[src/rtl/nand_seq_engine.sv]
// NAND bus sequencer: CMD1, 0-5 address bytes, optional CMD2, optional ready/busy wait, then a data burst.
// Every output comes from a flop whose next value is decoded from the next state and phase.
module nand_seq_engine #(
  parameter  int DATA_W     = 8,
  parameter  int NUM_CE     = 2,
  parameter  int LEN_W      = 12,
  parameter  int T_WP       = 2,
  parameter  int T_WH       = 1,
  parameter  int T_WB       = 4,
  parameter  int RB_TIMEOUT = 1024,
  localparam int CE_W       = (NUM_CE > 1) ? $clog2(NUM_CE) : 1
) (
  input  logic              SYSCLK,
  input  logic              SYSRESET,
  input  logic              req_valid,
  output logic              req_ready,
  input  logic [CE_W-1:0]   req_ce,
  input  logic [7:0]        req_cmd1,
  input  logic              req_has_cmd2,
  input  logic [7:0]        req_cmd2,
  input  logic [2:0]        req_naddr,
  input  logic [39:0]       req_addr,
  input  logic              req_wait_rb,
  input  logic              req_dir,
  input  logic [LEN_W-1:0]  req_len,
  input  logic [DATA_W-1:0] wr_data,
  input  logic              wr_valid,
  output logic              wr_ready,
  output logic [DATA_W-1:0] rd_data,
  output logic              rd_valid,
  output logic              done,
  output logic              err,
  output logic              busy,
  input  logic              wp_en,
  output logic [NUM_CE-1:0] nCE,
  output logic              CLE,
  output logic              ALE,
  output logic              nWE,
  output logic              nRE,
  output logic              nWP,
  output logic [DATA_W-1:0] io_out,
  output logic              io_oe,
  input  logic [DATA_W-1:0] io_in,
  input  logic              RB
);

  localparam int PH_W  = $clog2(T_WP + T_WH + 1);
  localparam int CNT_W = $clog2(RB_TIMEOUT + T_WB + 1);
  localparam logic [PH_W-1:0]  PH_STROBE_END = PH_W'(T_WP - 1);
  localparam logic [PH_W-1:0]  PH_LAST       = PH_W'(T_WP + T_WH - 1);
  localparam logic [PH_W-1:0]  PH_WAIT       = PH_W'(T_WP + T_WH);
  localparam logic [CNT_W-1:0] WB_LAST       = CNT_W'(T_WB - 1);
  localparam logic [CNT_W-1:0] TO_LAST       = CNT_W'(RB_TIMEOUT - 1);

  typedef enum logic [3:0] {
    IDLE, CS_SETUP, CMD1, ADDR, CMD2, WB, WAIT_RB, WDATA, RDATA, FINISH
  } state_t;

  state_t state_q, state_d;
  logic [PH_W-1:0]   ph_q, ph_d;
  logic [2:0]        idx_q, idx_d;
  logic [CNT_W-1:0]  cnt_q, cnt_d;
  logic [LEN_W-1:0]  rem_q, rem_d;

  logic [CE_W-1:0]   ce_q, ce_d;
  logic [7:0]        cmd1_q, cmd1_d;
  logic [7:0]        cmd2_q, cmd2_d;
  logic              has_cmd2_q, has_cmd2_d;
  logic [2:0]        naddr_q, naddr_d;
  logic [39:0]       addr_q, addr_d;
  logic              wait_rb_q, wait_rb_d;
  logic              dir_q, dir_d;

  logic              req_ready_q, req_ready_d;
  logic              wr_ready_q, wr_ready_d;
  logic [DATA_W-1:0] rd_data_q, rd_data_d;
  logic              rd_valid_q, rd_valid_d;
  logic              done_q, done_d;
  logic              err_q, err_d;
  logic              busy_q, busy_d;
  logic [NUM_CE-1:0] nce_q, nce_d;
  logic              cle_q, cle_d;
  logic              ale_q, ale_d;
  logic              nwe_q, nwe_d;
  logic              nre_q, nre_d;
  logic              nwp_q, nwp_d;
  logic [DATA_W-1:0] io_out_q, io_out_d;
  logic              io_oe_q, io_oe_d;

  logic              accept;
  logic [NUM_CE-1:0] ce_hit;
  state_t            data_state, post_state, after_addr;
  logic [PH_W-1:0]   data_ph;
  logic [7:0]        addr_byte;
  logic              active;

  assign accept = req_valid && req_ready_q;

  // Request fields are captured once per transaction; the address count saturates at 5.
  always_comb begin
    ce_d       = ce_q;
    cmd1_d     = cmd1_q;
    cmd2_d     = cmd2_q;
    has_cmd2_d = has_cmd2_q;
    naddr_d    = naddr_q;
    addr_d     = addr_q;
    wait_rb_d  = wait_rb_q;
    dir_d      = dir_q;
    if (accept) begin
      ce_d       = req_ce;
      cmd1_d     = req_cmd1;
      cmd2_d     = req_cmd2;
      has_cmd2_d = req_has_cmd2;
      naddr_d    = (req_naddr > 3'd5) ? 3'd5 : req_naddr;
      addr_d     = req_addr;
      wait_rb_d  = req_wait_rb;
      dir_d      = req_dir;
    end
  end

  genvar gi;
  generate
    for (gi = 0; gi < NUM_CE; gi++) begin : g_ce_dec
      assign ce_hit[gi] = (ce_d == CE_W'(gi));
    end
  endgenerate

  always_comb begin
    if (rem_q == '0)  data_state = FINISH;
    else if (dir_q)   data_state = RDATA;
    else              data_state = WDATA;
    data_ph    = dir_q ? '0 : PH_WAIT;
    post_state = wait_rb_q ? WB : data_state;
    after_addr = has_cmd2_q ? CMD2 : post_state;
  end

  always_comb begin
    state_d    = state_q;
    ph_d       = ph_q;
    idx_d      = idx_q;
    cnt_d      = cnt_q;
    rem_d      = rem_q;
    err_d      = err_q;
    rd_data_d  = rd_data_q;
    rd_valid_d = 1'b0;
    io_out_d   = io_out_q;

    case (state_q)
      IDLE: begin
        if (accept) begin
          err_d   = 1'b0;
          rem_d   = req_len;
          state_d = CS_SETUP;
        end
      end
      CS_SETUP: begin
        state_d = CMD1;
        ph_d    = '0;
      end
      CMD1: begin
        if (ph_q == PH_LAST) begin
          idx_d   = '0;
          cnt_d   = '0;
          state_d = (naddr_q != 3'd0) ? ADDR : after_addr;
          ph_d    = (state_d == ADDR || state_d == CMD2) ? '0 : data_ph;
        end else begin
          ph_d = ph_q + 1'b1;
        end
      end
      ADDR: begin
        if (ph_q == PH_LAST) begin
          cnt_d = '0;
          if (idx_q == naddr_q - 3'd1) begin
            state_d = after_addr;
            ph_d    = (state_d == CMD2) ? '0 : data_ph;
          end else begin
            idx_d = idx_q + 3'd1;
            ph_d  = '0;
          end
        end else begin
          ph_d = ph_q + 1'b1;
        end
      end
      CMD2: begin
        if (ph_q == PH_LAST) begin
          cnt_d   = '0;
          state_d = post_state;
          ph_d    = data_ph;
        end else begin
          ph_d = ph_q + 1'b1;
        end
      end
      WB: begin
        if (cnt_q == WB_LAST) begin
          cnt_d   = '0;
          state_d = WAIT_RB;
        end else begin
          cnt_d = cnt_q + 1'b1;
        end
      end
      WAIT_RB: begin
        // RB is checked before the timeout so a rise on the final cycle still counts as ready.
        if (RB) begin
          state_d = data_state;
          ph_d    = data_ph;
        end else if (cnt_q == TO_LAST) begin
          err_d   = 1'b1;
          state_d = FINISH;
        end else begin
          cnt_d = cnt_q + 1'b1;
        end
      end
      WDATA: begin
        if (ph_q == PH_WAIT) begin
          if (wr_valid && wr_ready_q) begin
            io_out_d = wr_data;
            ph_d     = '0;
          end
        end else if (ph_q == PH_LAST) begin
          rem_d = rem_q - 1'b1;
          if (rem_q == LEN_W'(1)) state_d = FINISH;
          else                    ph_d    = PH_WAIT;
        end else begin
          ph_d = ph_q + 1'b1;
        end
      end
      RDATA: begin
        if (ph_q == PH_STROBE_END) begin
          rd_data_d  = io_in;
          rd_valid_d = 1'b1;
        end
        if (ph_q == PH_LAST) begin
          rem_d = rem_q - 1'b1;
          ph_d  = '0;
          if (rem_q == LEN_W'(1)) state_d = FINISH;
        end else begin
          ph_d = ph_q + 1'b1;
        end
      end
      FINISH: begin
        state_d = IDLE;
      end
      default: begin
        state_d = IDLE;
      end
    endcase

    addr_byte = 8'(addr_q >> {idx_d, 3'b000});
    case (state_d)
      CMD1:    io_out_d = DATA_W'(cmd1_q);
      ADDR:    io_out_d = DATA_W'(addr_byte);
      CMD2:    io_out_d = DATA_W'(cmd2_q);
      default: io_out_d = io_out_d;
    endcase

    active      = !(state_d inside {IDLE, FINISH});
    nce_d       = active ? ~ce_hit : '1;
    cle_d       = (state_d == CMD1) || (state_d == CMD2);
    ale_d       = (state_d == ADDR);
    io_oe_d     = (state_d inside {CMD1, ADDR, CMD2, WDATA});
    nwe_d       = 1'b1;
    if ((state_d inside {CMD1, ADDR, CMD2}) || (state_d == WDATA && ph_d != PH_WAIT))
      nwe_d = (ph_d > PH_STROBE_END);
    nre_d       = !(state_d == RDATA && ph_d <= PH_STROBE_END);
    wr_ready_d  = (state_d == WDATA) && (ph_d == PH_WAIT);
    busy_d      = active;
    done_d      = (state_d == FINISH);
    req_ready_d = (state_d == IDLE);
    nwp_d       = ~wp_en;
  end

  always_ff @(posedge SYSCLK) begin
    if (SYSRESET) begin
      state_q     <= IDLE;
      ph_q        <= '0;
      idx_q       <= '0;
      cnt_q       <= '0;
      rem_q       <= '0;
      ce_q        <= '0;
      cmd1_q      <= '0;
      cmd2_q      <= '0;
      has_cmd2_q  <= 1'b0;
      naddr_q     <= '0;
      addr_q      <= '0;
      wait_rb_q   <= 1'b0;
      dir_q       <= 1'b0;
      req_ready_q <= 1'b1;
      wr_ready_q  <= 1'b0;
      rd_data_q   <= '0;
      rd_valid_q  <= 1'b0;
      done_q      <= 1'b0;
      err_q       <= 1'b0;
      busy_q      <= 1'b0;
      nce_q       <= '1;
      cle_q       <= 1'b0;
      ale_q       <= 1'b0;
      nwe_q       <= 1'b1;
      nre_q       <= 1'b1;
      nwp_q       <= 1'b0;
      io_out_q    <= '0;
      io_oe_q     <= 1'b0;
    end else begin
      state_q     <= state_d;
      ph_q        <= ph_d;
      idx_q       <= idx_d;
      cnt_q       <= cnt_d;
      rem_q       <= rem_d;
      ce_q        <= ce_d;
      cmd1_q      <= cmd1_d;
      cmd2_q      <= cmd2_d;
      has_cmd2_q  <= has_cmd2_d;
      naddr_q     <= naddr_d;
      addr_q      <= addr_d;
      wait_rb_q   <= wait_rb_d;
      dir_q       <= dir_d;
      req_ready_q <= req_ready_d;
      wr_ready_q  <= wr_ready_d;
      rd_data_q   <= rd_data_d;
      rd_valid_q  <= rd_valid_d;
      done_q      <= done_d;
      err_q       <= err_d;
      busy_q      <= busy_d;
      nce_q       <= nce_d;
      cle_q       <= cle_d;
      ale_q       <= ale_d;
      nwe_q       <= nwe_d;
      nre_q       <= nre_d;
      nwp_q       <= nwp_d;
      io_out_q    <= io_out_d;
      io_oe_q     <= io_oe_d;
    end
  end

  assign req_ready = req_ready_q;
  assign wr_ready  = wr_ready_q;
  assign rd_data   = rd_data_q;
  assign rd_valid  = rd_valid_q;
  assign done      = done_q;
  assign err       = err_q;
  assign busy      = busy_q;
  assign nCE       = nce_q;
  assign CLE       = cle_q;
  assign ALE       = ale_q;
  assign nWE       = nwe_q;
  assign nRE       = nre_q;
  assign nWP       = nwp_q;
  assign io_out    = io_out_q;
  assign io_oe     = io_oe_q;

endmodule
[config.mk]
export PLATFORM = sky130hd
export DESIGN_NAME = nand_seq_engine
export DESIGN_NICKNAME = d
export VERILOG_FILES = /design/src/rtl/nand_seq_engine.sv
export SDC_FILE = /design/constraint.sdc
export NUM_CORES = 1
export LEC_CHECK = 0
export ABC_CLOCK_PERIOD_IN_PS = 3300
export BUFFER_PORTS_ARGS = -buffer_cell sky130_fd_sc_hd__buf_2
export CAP_MARGIN = 15
export CORE_UTILIZATION = 40
export DETAILED_ROUTE_END_ITERATION = 8
export GPL_ROUTABILITY_DRIVEN = 0
export SYNTH_ARGS = -nofsm -noshare
export SYNTH_HDL_FRONTEND = slang
export SYNTH_SLANG_ARGS = --single-unit
[constraint.sdc]
create_clock -name SYSCLK -period 3.3 [get_ports SYSCLK]
set_input_delay 0.33 -clock SYSCLK [delete_from_list [all_inputs] [get_ports SYSCLK]]
set_output_delay 0.33 -clock SYSCLK [all_outputs]
set_load 0.05 [all_outputs]
==> results of run 1 <==
## layout by cell type (no fill, tap or decap), types with 4 or more instances in the layout
cell type	instances
a211oi_1	7
o21ai_0	27
a221oi_2	8
o21a_1	6
clkbuf_16	17
a22oi_1	16
a22o_1	4
dfxtp_1	125
a32oi_1	7
or2_2	8
nand2_1	171
inv_1	19
o31ai_1	4
nor2_1	71
a31oi_1	4
and4_1	5
xor2_1	8
nor3_1	20
a311o_1	7
nand2b_1	11
buf_4	28
ha_1	11
a21oi_1	93
xnor2_1	6
buf_2	125
nor2b_1	6
nor4_1	7
nand4_1	5
o22ai_1	6
nand3_1	21
## critical path, delay by kind of cell, from the launching register on
family	cells	cell delay (ns)
buffers and inverters	2	0.53
and+or+nand+nor	3	0.66
AOI/OAI and AO/OA	4	1.19
DFF	1	0.61
## power by group through the flow
| stage | Sequential (mW) | Clock, mW | Combinational (mW) |
|---|---|---|---|
| 3_3_place_gp | 1.83 | 0 | 1.10 |
| 5_1_grt | 1.81 | 2.04 | 1.23 |
| 6_report | 1.79 | 1.94 | 1.11 |
| 3_5_place_dp | 1.82 | 0 | 1.10 |
| 4_1_cts | 1.79 | 1.98 | 1.11 |
| 2_1_floorplan | 1.94 | 0 | 0.669 |
## area by class of cell
cell class                 count  area [sq um]  area share, %
multi-input combinational    603          3496          44.89
sequential                   125          2502          32.13
timing repair buffer         153         835.8          10.73
clock buffer                  20         456.7          5.864
tap                          211         264.0          3.390
clock inverter                11         157.7          2.024
inverter                      20         75.07         0.9640
## state kept, by name (all words and copies together), names as in the netlist, 2 cells and up
| name | flops |
|---|---|
| addr_q | 40 |
| cmd1_q | 8 |
| cmd2_q | 8 |
| cnt_q | 11 |
| idx_q | 3 |
| io_out | 8 |
| nCE | 2 |
| naddr_q | 3 |
| ph_q | 2 |
| rd_data | 8 |
| rem_q | 12 |
| state_q | 4 |
## how the worst min path moves through the flow
stage	slack [ns]	cells past startpoint	to	startpoint
floorplan	0.40	1	nWP	wp_en
global placement	0.44	2	rd_data[4]	rd_data[4]
detailed placement	0.45	2	naddr_q[1]	naddr_q[1]
CTS	0.05	2	nWP	wp_en
global route	0.06	2	nWP	wp_en
finish	0.06	2	nWP	wp_en
## stage by stage
stage	util (%)	total power [mW]	hold slack, ns	worst slack, ns
finish	51.04	4.843	0.06311	0.2231
global route	51.04	5.076	0.06484	0.08482
CTS	50.98	4.879	0.04919	0.1731
detailed placement	46.95	2.925	0.4454	0.1897
global placement	46.95	2.925	0.4423	0.2460
floorplan	-	2.613	0.4024	0.4739
## kinds of logic after synthesis
| family | count (synthesis) | synth area share (%) |
|---|---|---|
| mux | 4 | 0.6570 |
| buf+inv | 75 | 4.838 |
| flops | 125 | 39.82 |
| compound gates | 221 | 24.29 |
| xor+xnor | 15 | 2.349 |
| simple gates | 352 | 25.86 |
| fa+ha+maj | 11 | 2.190 |
## repair_timing
action | 4_1_cts | 5_1_grt
endpoints found under the hold margin | 0 | 0
buffers inserted | 0 | 0
endpoints found under the setup margin | 0 | 3
resized for setup | 0 | 1
## routing by layer
layer	vias to the layer above	routed length, microns
li1	3077	-
met1	2831	8536
met2	197	7732
met3	16	942
met4	0	229
met5	-	0
==> insert_results.sql, run 1 <==
INSERT INTO impl_metrics (metric_group, metric, value, unit) VALUES
('timing', 'post-route-min-period', '3.077', 'ns'),
('global_route', 'grt_antenna_before_repair', '0', ''),
('synth', 'synthTopCellsByArea', 'dfxtp_1 (40%), nand2_1 (10%), a21oi_1 (7.4%), nor2_1 (4.2%), clkbuf_1 (2.6%)', ''),
('timing', 'report.final.hold_viol_count', '0', ''),
('critical_path', 'setup_slack_reg_to_reg', '0.22', 'ns'),
('global_route', 'grt.met3_usage', '4.439', '%'),
('floorplan', 'floorplan.core_area', '0.01526', 'sq mm'),
('synth', 'synth-seq-cells', '125', ''),
('synth', 'synthesis.yosys.warnings', '0', ''),
('synth', 'synth_most_common_cell', 'nand2_1', ''),
('critical_path', 'max_stage_delay', '0.61', 'ns'),
('final_layout', 'syn2layout_area_growth', '23.91', '%'),
('global_route', 'groute.layer.met2.usage', '35.00', '%'),
('clock_tree', 'htree_num_levels', '4', ''),
('synth', 'synth_area', '0.006285', 'sq mm'),
('synth', 'netlist-cell-type-count', '74', ''),
('timing', 'final-setup-viol-count', '0', ''),
('clock_tree', 'holdBufCountCts', '0', ''),
('final_layout', 'layout.nets', '1028', ''),
('timing', 'timing_worst_slew_pin_value', '0.6506', 'ns'),
('synth', 'netlist_instances', '803', ''),
('critical_path', 'timing.critical_path.required', '3.63', 'ns'),
('clock_tree', 'cts_buffers', '17', ''),
('timing', 'normalized_max_slew_margin', '56.63', '%'),
('synth', 'synthesis.area_per_instance', '7.827', 'sq um'),
('floorplan', 'initial_core_util', '41.19', '%'),
('pwr', 'power.net_switching', '1.559', 'mW'),
('synth', 'count_of_flip_flops_with_a_built_in_enable_after_synthesis', '0', ''),
('floorplan', 'io-pin-count', '127', ''),
('critical_path', 'crit-reg2reg-capture', 'io_out[3]', ''),
('synth', 'synth.top_cell.area_share', '39.82', '%'),
('critical_path', 'path_cells', 'nor4bb_1 > buf_4 > nand2_1 > o221ai_1 > buf_4 > nor3_1 > o21ai_0 > a32oi_1 > a221oi_2', ''),
('place', 'io_buf_count', '126', ''),
('critical_path', 'startpoint', 'state_q[0]', ''),
('route', 'post-route-drc-count', '0', ''),
('route', 'totalWireLength', '17440', 'microns'),
('global_route', 'globalRoute.busiestLayer', 'met2', ''),
('pwr', 'p_leak', '3.081', 'nW'),
('route', 'drt-vias-per-instance', '5.355', ''),
('timing', 'post-route-period-util', '93.24', '%'),
('critical_path', 'critPathCapture', 'io_out[3]', ''),
('critical_path', 'critPathCaptureType', 'flip-flop', ''),
('place', 'dp_hpwl', '12500', 'microns'),
('critical_path', 'arrival_worst_endpoint', '3.41', 'ns'),
('pwr', 'power.share.sequential', '37.0', '%'),
('global_route', 'grt_pass1_wl', '28760', 'microns'),
('global_route', 'groute.layer.met1.usage', '31.14', '%'),
('synth', 'ys_async_sr_fraction', '0', '%'),
('final_layout', 'final_layout_size_suffix_gt1_share', '23.50', '%'),
('critical_path', 'start_kind', 'flip-flop', ''),
('route', 'ant_nets', '0', ''),
('pwr', 'p_clk_share', '40.1', '%'),
('critical_path', 'reg2regPathDepth', '9', ''),
('floorplan', 'floorplan.die_area', '0.01622', 'sq mm'),
('pwr', 'p_int', '3.284', 'mW'),
('floorplan', 'die_h', '127.3', 'microns'),
('final_layout', 'insertedDiodeCount', '0', ''),
('global_route', 'largest_net_degree_at_the_start_of_global_routing', '63', ''),
('place', 'place_inst', '1112', ''),
('clock_tree', 'clkSlewWorstSetupHoldPaths', '0.06', 'ns'),
('place', 'dpl-instance-area', '0.007164', 'sq mm'),
('route', 'detailed_routing_iterations_pass_1', '4', ''),
('run_status', 'outcome', 'completed', ''),
('floorplan', 'row_cnt', '45', ''),
('job', 'drv.max_cap_violation_count', '0', ''),
('critical_path', 'r2r-start', 'state_q[0]', ''),
('synth', 'yosys-top-cells-count', 'nand2_1 (172), dfxtp_1 (125), a21oi_1 (93)', ''),
('timing', 'grt_setup_unrepaired', 'false', ''),
('global_route', 'number_of_global_route_vias_before_repair', '5691', ''),
('timing', 'report.final.slew_viol_count', '0', ''),
('critical_path', 'cp_max_fo', '14', '');
(Power assumes the default switching activity.)
==> run 2: changes to the inputs <==
- CORE_ASPECT_RATIO: unset -> 0.75
- CORE_MARGIN: unset -> 2
==> run 2 against run 1 <==
  * Critical path depth is 1 higher
  * Clock power hardly changed
  * Highest routed layer unchanged
  * Routed wire length is 4.7% higher
==> insert_results.sql, run 2 (synthesis gave the netlist of run 1 again) <==
INSERT INTO impl_metrics (metric_group, metric, value, unit) VALUES
('run_status', 'outcome', 'completed', ''),
('route', 'route.detailed.wl_per_inst', '16.13', 'microns'),
('clock_tree', 'htree_num_levels', '4', ''),
('clock_tree', 'cts_num_sinks', '125', ''),
('critical_path', 'cp_max_fo', '25', ''),
('critical_path', 'timing.critical_path.required', '3.64', 'ns'),
('floorplan', 'row_cnt', '39', ''),
('timing', 'grt_setup_unrepaired', 'false', ''),
('route', 'drt-vias-per-instance', '5.436', ''),
('clock_tree', 'clk_path_buf_depth', '2', ''),
('clock_tree', 'cts_buffers', '17', ''),
('timing', 'tns', '0', 'ns'),
('route', '1st_iter_drt_viols', '472', ''),
('final_layout', 'post_layout_nonfiller_instances', '1132', ''),
('final_layout', 'layout_common_cells', 'nand2_1 (171), dfxtp_1 (125), buf_2 (125)', ''),
('global_route', 'grt_usage', '21.75', '%'),
('global_route', 'overall_overflow_remaining_after_global_route', '0', ''),
('timing', 'holdWs', '0.06115', 'ns'),
('clock_tree', 'clock_tree_from_tritoncts', 'yes', ''),
('clock_tree', 'clkSlewWorstSetupHoldPaths', '0.06', 'ns'),
('floorplan', 'floorplan.die_area', '0.01674', 'sq mm'),
('timing', 'report.final.slew_viol_count', '0', ''),
('floorplan', 'initial_core_util', '41.02', '%'),
('floorplan', 'die_h', '112.6', 'microns'),
('timing', 'max_freq', '326.8', 'MHz'),
('route', 'dr_total_vias', '6154', ''),
('job', 'drv.max_cap_violation_count', '0', ''),
('route', 'detailed_routing_iterations_pass_1', '5', ''),
('timing', 'timing_worst_slew_pin_value', '0.6910', 'ns'),
('critical_path', 'start_kind', 'flip-flop', ''),
('timing', 'final-setup-viol-count', '0', ''),
('global_route', 'largest_net_degree_at_the_start_of_global_routing', '64', ''),
('place', 'place_inst', '1102', ''),
('final_layout', 'insertedDiodeCount', '0', ''),
('pwr', 'p_total', '4.828', 'mW'),
('floorplan', 'die_width', '148.7', 'microns'),
('floorplan', 'io-pin-count', '127', ''),
('final_layout', 'final_core_utilization', '50.40', '%'),
('place', 'post-place-ws', '0.2881', 'ns'),
('critical_path', 'critPathCaptureType', 'flip-flop', ''),
('route', 'post-route-drc-count', '0', ''),
('final_layout', 'top_register', 'addr_q', ''),
('critical_path', 'crit_path_top_delay_cell', 'o221a_2', ''),
('global_route', 'grt_antenna_before_repair', '0', ''),
('timing', 'timing.clock.skew', '0.006414', 'ns'),
('place', 'dpl-instance-area', '0.007127', 'sq mm'),
('clock_tree', 'ctsResizeCount', '0', ''),
('place', 'dp_hpwl', '13060', 'microns'),
('clock_tree', 'post_cts.repair.setup_buffers', '0', ''),
('worst_hold_path', 'worstHoldPathType', 'input port to flip-flop', ''),
('route', 'totalWireLength', '18250', 'microns'),
('timing', 'post-route-period-util', '92.72', '%'),
('clock_tree', 'holdBufCountCts', '0', ''),
('timing', 'post-route-min-period', '3.060', 'ns'),
('critical_path', 'crit_buf_inv', '1', ''),
('place', 'io_buf_count', '126', ''),
('pwr', 'power_density', '625.2', 'mW/mm^2'),
('clock_tree', 'worst_skew_late_latency', '0.42', 'ns'),
('final_layout', 'layout_top_registers', 'addr_q x40, rem_q x12, cnt_q x11', ''),
('final_layout', 'finish.instance_area', '0.007722', 'sq mm'),
('floorplan', 'floorplan.core_area', '0.01532', 'sq mm'),
('timing', 'post-route-worst-setup-slack', '0.2403', 'ns'),
('final_layout', 'final_layout_size_suffix_gt1_share', '23.19', '%'),
('critical_path', 'path_cells', 'inv_1 > ha_1 > xnor2_1 > or3_1 > o221a_2 > nand2_1 > a211o_1 > a31oi_1 > a21oi_1 > a221oi_2', ''),
('final_layout', 'layout.cells.most_common', 'nand2_1', ''),
('timing', 'report.final.hold_viol_count', '0', ''),
('final_layout', 'layout.nets', '1024', ''),
('critical_path', 'crit_family', 'compound AO/OA/AOI/OAI gates', ''),
('critical_path', 'timing_worst_setup_path_type', 'flip-flop to flip-flop', ''),
('global_route', 'number_of_global_route_vias_before_repair', '5398', ''),
('clock_tree', 'cts_root_buf', 'clkbuf_16', ''),
('final_layout', 'largest_reg_flops', '40', ''),
('final_layout', 'syn2layout_area_growth', '22.87', '%'),
('global_route', 'grt_pass1_wl', '28670', 'microns'),
('timing', 'normalized_max_slew_margin', '53.93', '%'),
('pwr', 'max-vdd-ir-drop', '0.0003687', 'V'),
('pwr', 'p_leak', '3.060', 'nW'),
('route', 'ant_nets', '0', ''),
('critical_path', 'max_stage_delay', '0.49', 'ns'),
('critical_path', 'arrival_worst_endpoint', '3.40', 'ns');
## run 2: cell type report
class	instances	area, sq um
fillers	1531	7600
multi-input cells	603	3487
flip-flops and latches	125	2502
repair buffers	149	805.8
clock buffers	19	452.9
well taps	205	256.5
clock inverters	11	142.6
inverters	20	75.07
## run 2: final timing paths
path	start	end	slack [ns]	cells after the start
min	wp_en	nWP	0.06	2
max	naddr_q[0]	io_out[7]	0.24	10
min reg2reg	rd_data[7]	rd_data[7]	0.45	2
max reg2reg	naddr_q[0]	io_out[7]	0.24	10
## run 2: worst reg2reg max path: cells and delay by family (launching register included)
| kind | cells | cell delay [ns] |
|---|---|---|
| xor gates and xnor gates | 1 | 0.42 |
| DFF | 1 | 0.34 |
| AOI/OAI and AO/OA | 5 | 1.45 |
| adders and majority gates | 1 | 0.30 |
| buffers and inverters | 1 | 0.07 |
| and+or+nand+nor | 2 | 0.39 |
## run 2: power by group
group	switching, mW	internal, mW	total, mW	leakage (nW)
Combinational	0.729	0.377	1.11	1.75
Clock	0.698	1.22	1.91	0.291
Sequential	0.141	1.67	1.81	1.02
## run 2: layer usage
layer | global-route usage (%) | wire length [microns] | vias to the layer above
met3 | 5.488 | 1466 | 20
met5 | 0 | 0 | -
met2 | 26.79 | 6786 | 228
met4 | 5.841 | 237 | 0
met1 | 35.83 | 9764 | 2826
li1 | - | - | 3080
==> run 3: changes to the inputs <==
- MAX_ROUTING_LAYER: unset -> met4
==> run 3 against run 2 <==
  * Setup slack lost 0.00057 ns
  * Via count shrank 0.29%
  * Sequential power is essentially flat
  * First-iteration DRC count shrank 5.3%
  * Maximum frequency is essentially flat
  * Hold slack gained 0.0025 ns
  * Count of clock-buffer cells in the layout is the same
  * Sequential share of layout area is the same
  * Register-to-register slack is essentially flat
  * Clock power is essentially flat
  * Critical endpoint unchanged
==> insert_results.sql, run 3 (synthesis gave the netlist of run 1 again) <==
INSERT INTO impl_metrics (metric_group, metric, value, unit) VALUES
('timing', 'timing.clock.skew', '0.006109', 'ns'),
('floorplan', 'io-pin-count', '127', ''),
('critical_path', 'max_stage_delay', '0.49', 'ns'),
('route', 'totalWireLength', '18220', 'microns'),
('clock_tree', 'holdBufCountCts', '0', ''),
('clock_tree', 'cts_root_buf', 'clkbuf_16', ''),
('critical_path', 'timing.critical_path.required', '3.64', 'ns'),
('timing', 'tns', '0', 'ns'),
('timing', 'report.final.slew_viol_count', '0', ''),
('timing', 'max_freq', '326.8', 'MHz'),
('clock_tree', 'worst_skew_late_latency', '0.42', 'ns'),
('final_layout', 'layout.nets', '1024', ''),
('final_layout', 'layout_top_registers', 'addr_q x40, rem_q x12, cnt_q x11', ''),
('pwr', 'max-vdd-ir-drop', '0.0003656', 'V'),
('route', 'ant_nets', '0', ''),
('route', '1st_iter_drt_viols', '447', ''),
('global_route', 'grt_antenna_before_repair', '0', ''),
('final_layout', 'layout.cells.most_common', 'nand2_1', ''),
('route', 'drt-vias-per-instance', '5.420', ''),
('timing', 'post-route-period-util', '92.73', '%'),
('final_layout', 'insertedDiodeCount', '0', ''),
('critical_path', 'critPathCaptureType', 'flip-flop', ''),
('floorplan', 'die_width', '148.7', 'microns'),
('global_route', 'overall_overflow_remaining_after_global_route', '0', ''),
('final_layout', 'layout_common_cells', 'nand2_1 (171), dfxtp_1 (125), buf_2 (125)', ''),
('global_route', 'grt_usage', '22.38', '%'),
('pwr', 'p_total', '4.817', 'mW'),
('place', 'dp_hpwl', '13060', 'microns'),
('timing', 'final-setup-viol-count', '0', ''),
('timing', 'normalized_max_slew_margin', '53.01', '%'),
('floorplan', 'row_cnt', '39', ''),
('timing', 'grt_setup_unrepaired', 'false', ''),
('clock_tree', 'post_cts.repair.setup_buffers', '0', ''),
('final_layout', 'largest_reg_flops', '40', ''),
('final_layout', 'final_core_utilization', '50.40', '%'),
('clock_tree', 'ctsResizeCount', '0', ''),
('route', 'post-route-drc-count', '0', ''),
('final_layout', 'final_layout_size_suffix_gt1_share', '23.19', '%'),
('timing', 'post-route-worst-setup-slack', '0.2398', 'ns'),
('route', 'routed_met1_length', '9634', 'microns'),
('clock_tree', 'cts_num_sinks', '125', ''),
('route', 'top_layer_used', 'met4', ''),
('place', 'post-place-ws', '0.2881', 'ns'),
('floorplan', 'initial_core_util', '41.02', '%'),
('pwr', 'p_leak', '3.060', 'nW'),
('worst_hold_path', 'worstHoldPathType', 'input port to flip-flop', ''),
('route', 'met2WireLength', '6790', 'microns'),
('floorplan', 'floorplan.die_area', '0.01674', 'sq mm'),
('critical_path', 'reg2regPathDepth', '10', ''),
('final_layout', 'filler_cell_count', '1531', ''),
('worst_hold_path', 'worstHoldPathCells', '2', ''),
('clock_tree', 'clock_tree_from_tritoncts', 'yes', ''),
('route', 'route.detailed.wl_per_inst', '16.09', 'microns'),
('clock_tree', 'htree_num_levels', '4', ''),
('final_layout', 'top_register', 'addr_q', ''),
('critical_path', 'path_cells', 'inv_1 > ha_1 > xnor2_1 > or3_1 > o221a_2 > nand2_1 > a211o_1 > a31oi_1 > a21oi_1 > a221oi_2', ''),
('route', 'dr_total_vias', '6136', ''),
('timing', 'post-route-min-period', '3.060', 'ns'),
('critical_path', 'arrival_worst_endpoint', '3.40', 'ns'),
('route', 'detailed_routing_iterations_pass_1', '5', ''),
('critical_path', 'cp_max_fo', '25', ''),
('route', 'detailroute.wirelength.met3', '1557', 'microns'),
('timing', 'timing_worst_slew_pin_value', '0.7049', 'ns'),
('global_route', 'grt_pass1_wl', '28660', 'microns'),
('timing', 'report.final.hold_viol_count', '0', ''),
('critical_path', 'start_kind', 'flip-flop', ''),
('critical_path', 'crit_path_top_delay_cell', 'o221a_2', ''),
('critical_path', 'setup_slack_reg_to_reg', '0.24', 'ns'),
('global_route', 'largest_net_degree_at_the_start_of_global_routing', '64', ''),
('place', 'io_buf_count', '126', ''),
('final_layout', 'syn2layout_area_growth', '22.87', '%'),
('global_route', 'number_of_global_route_vias_before_repair', '5397', ''),
('floorplan', 'die_h', '112.6', 'microns'),
('clock_tree', 'clkSlewWorstSetupHoldPaths', '0.06', 'ns'),
('run_status', 'outcome', 'completed', ''),
('critical_path', 'timing_worst_setup_path_type', 'flip-flop to flip-flop', ''),
('pwr', 'power_density', '623.7', 'mW/mm^2'),
('clock_tree', 'cts_buffers', '17', ''),
('job', 'drv.max_cap_violation_count', '0', ''),
('clock_tree', 'clk_path_buf_depth', '2', ''),
('floorplan', 'floorplan.core_area', '0.01532', 'sq mm');
==> run 3: final cells by class <==
type	instances	area [sq um]	area share, %
clock buffer	19	452.9	5.865
timing repair buffer	149	805.8	10.43
multi-input combinational	603	3487	45.16
inverter	20	75.07	0.9721
clock inverter	11	142.6	1.847
sequential	125	2502	32.40
tap	205	256.5	3.321
==> run 3: per-stage QoR <==
step	std cells	instance area (sq um)	hold slack (ns)
after floorplan	803	6285	0.4024
after global placement	1102	7127	0.4410
after detailed placement	1102	7127	0.4444
after CTS	1132	7722	0.05254
after global routing	1132	7722	0.06578
final	1132	7722	0.06362
==> run 3: metal layers <==
metal,GRT usage (%),vias to the layer above
met5,-,-
met4,5.841,0
met3,5.285,19
met2,26.79,238
met1,35.90,2798
li1,-,3081
==> run 3: critical path, delay by kind of cell (launching register included) <==
kind / cells / cell delay (ns)
compound gates: 5 / 1.44
xor+xnor: 1 / 0.43
simple gates: 2 / 0.38
flops: 1 / 0.34
fa+ha+maj: 1 / 0.30
buf+inv: 1 / 0.07
==> run 3: path summary, 6_finish.rpt <==
kind,start,end
hold reg to reg,rd_data[7],rd_data[7]
setup reg to reg,naddr_q[0],io_out[7]
hold / removal,wp_en,nWP
setup / recovery,naddr_q[0],io_out[7]
==> run 3: power breakdown <==
| group | internal, mW | switching, mW |
|---|---|---|
| Combinational | 0.377 | 0.727 |
| Clock | 1.22 | 0.691 |
| Sequential | 1.67 | 0.139 |
| Total | 3.26 | 1.56 |
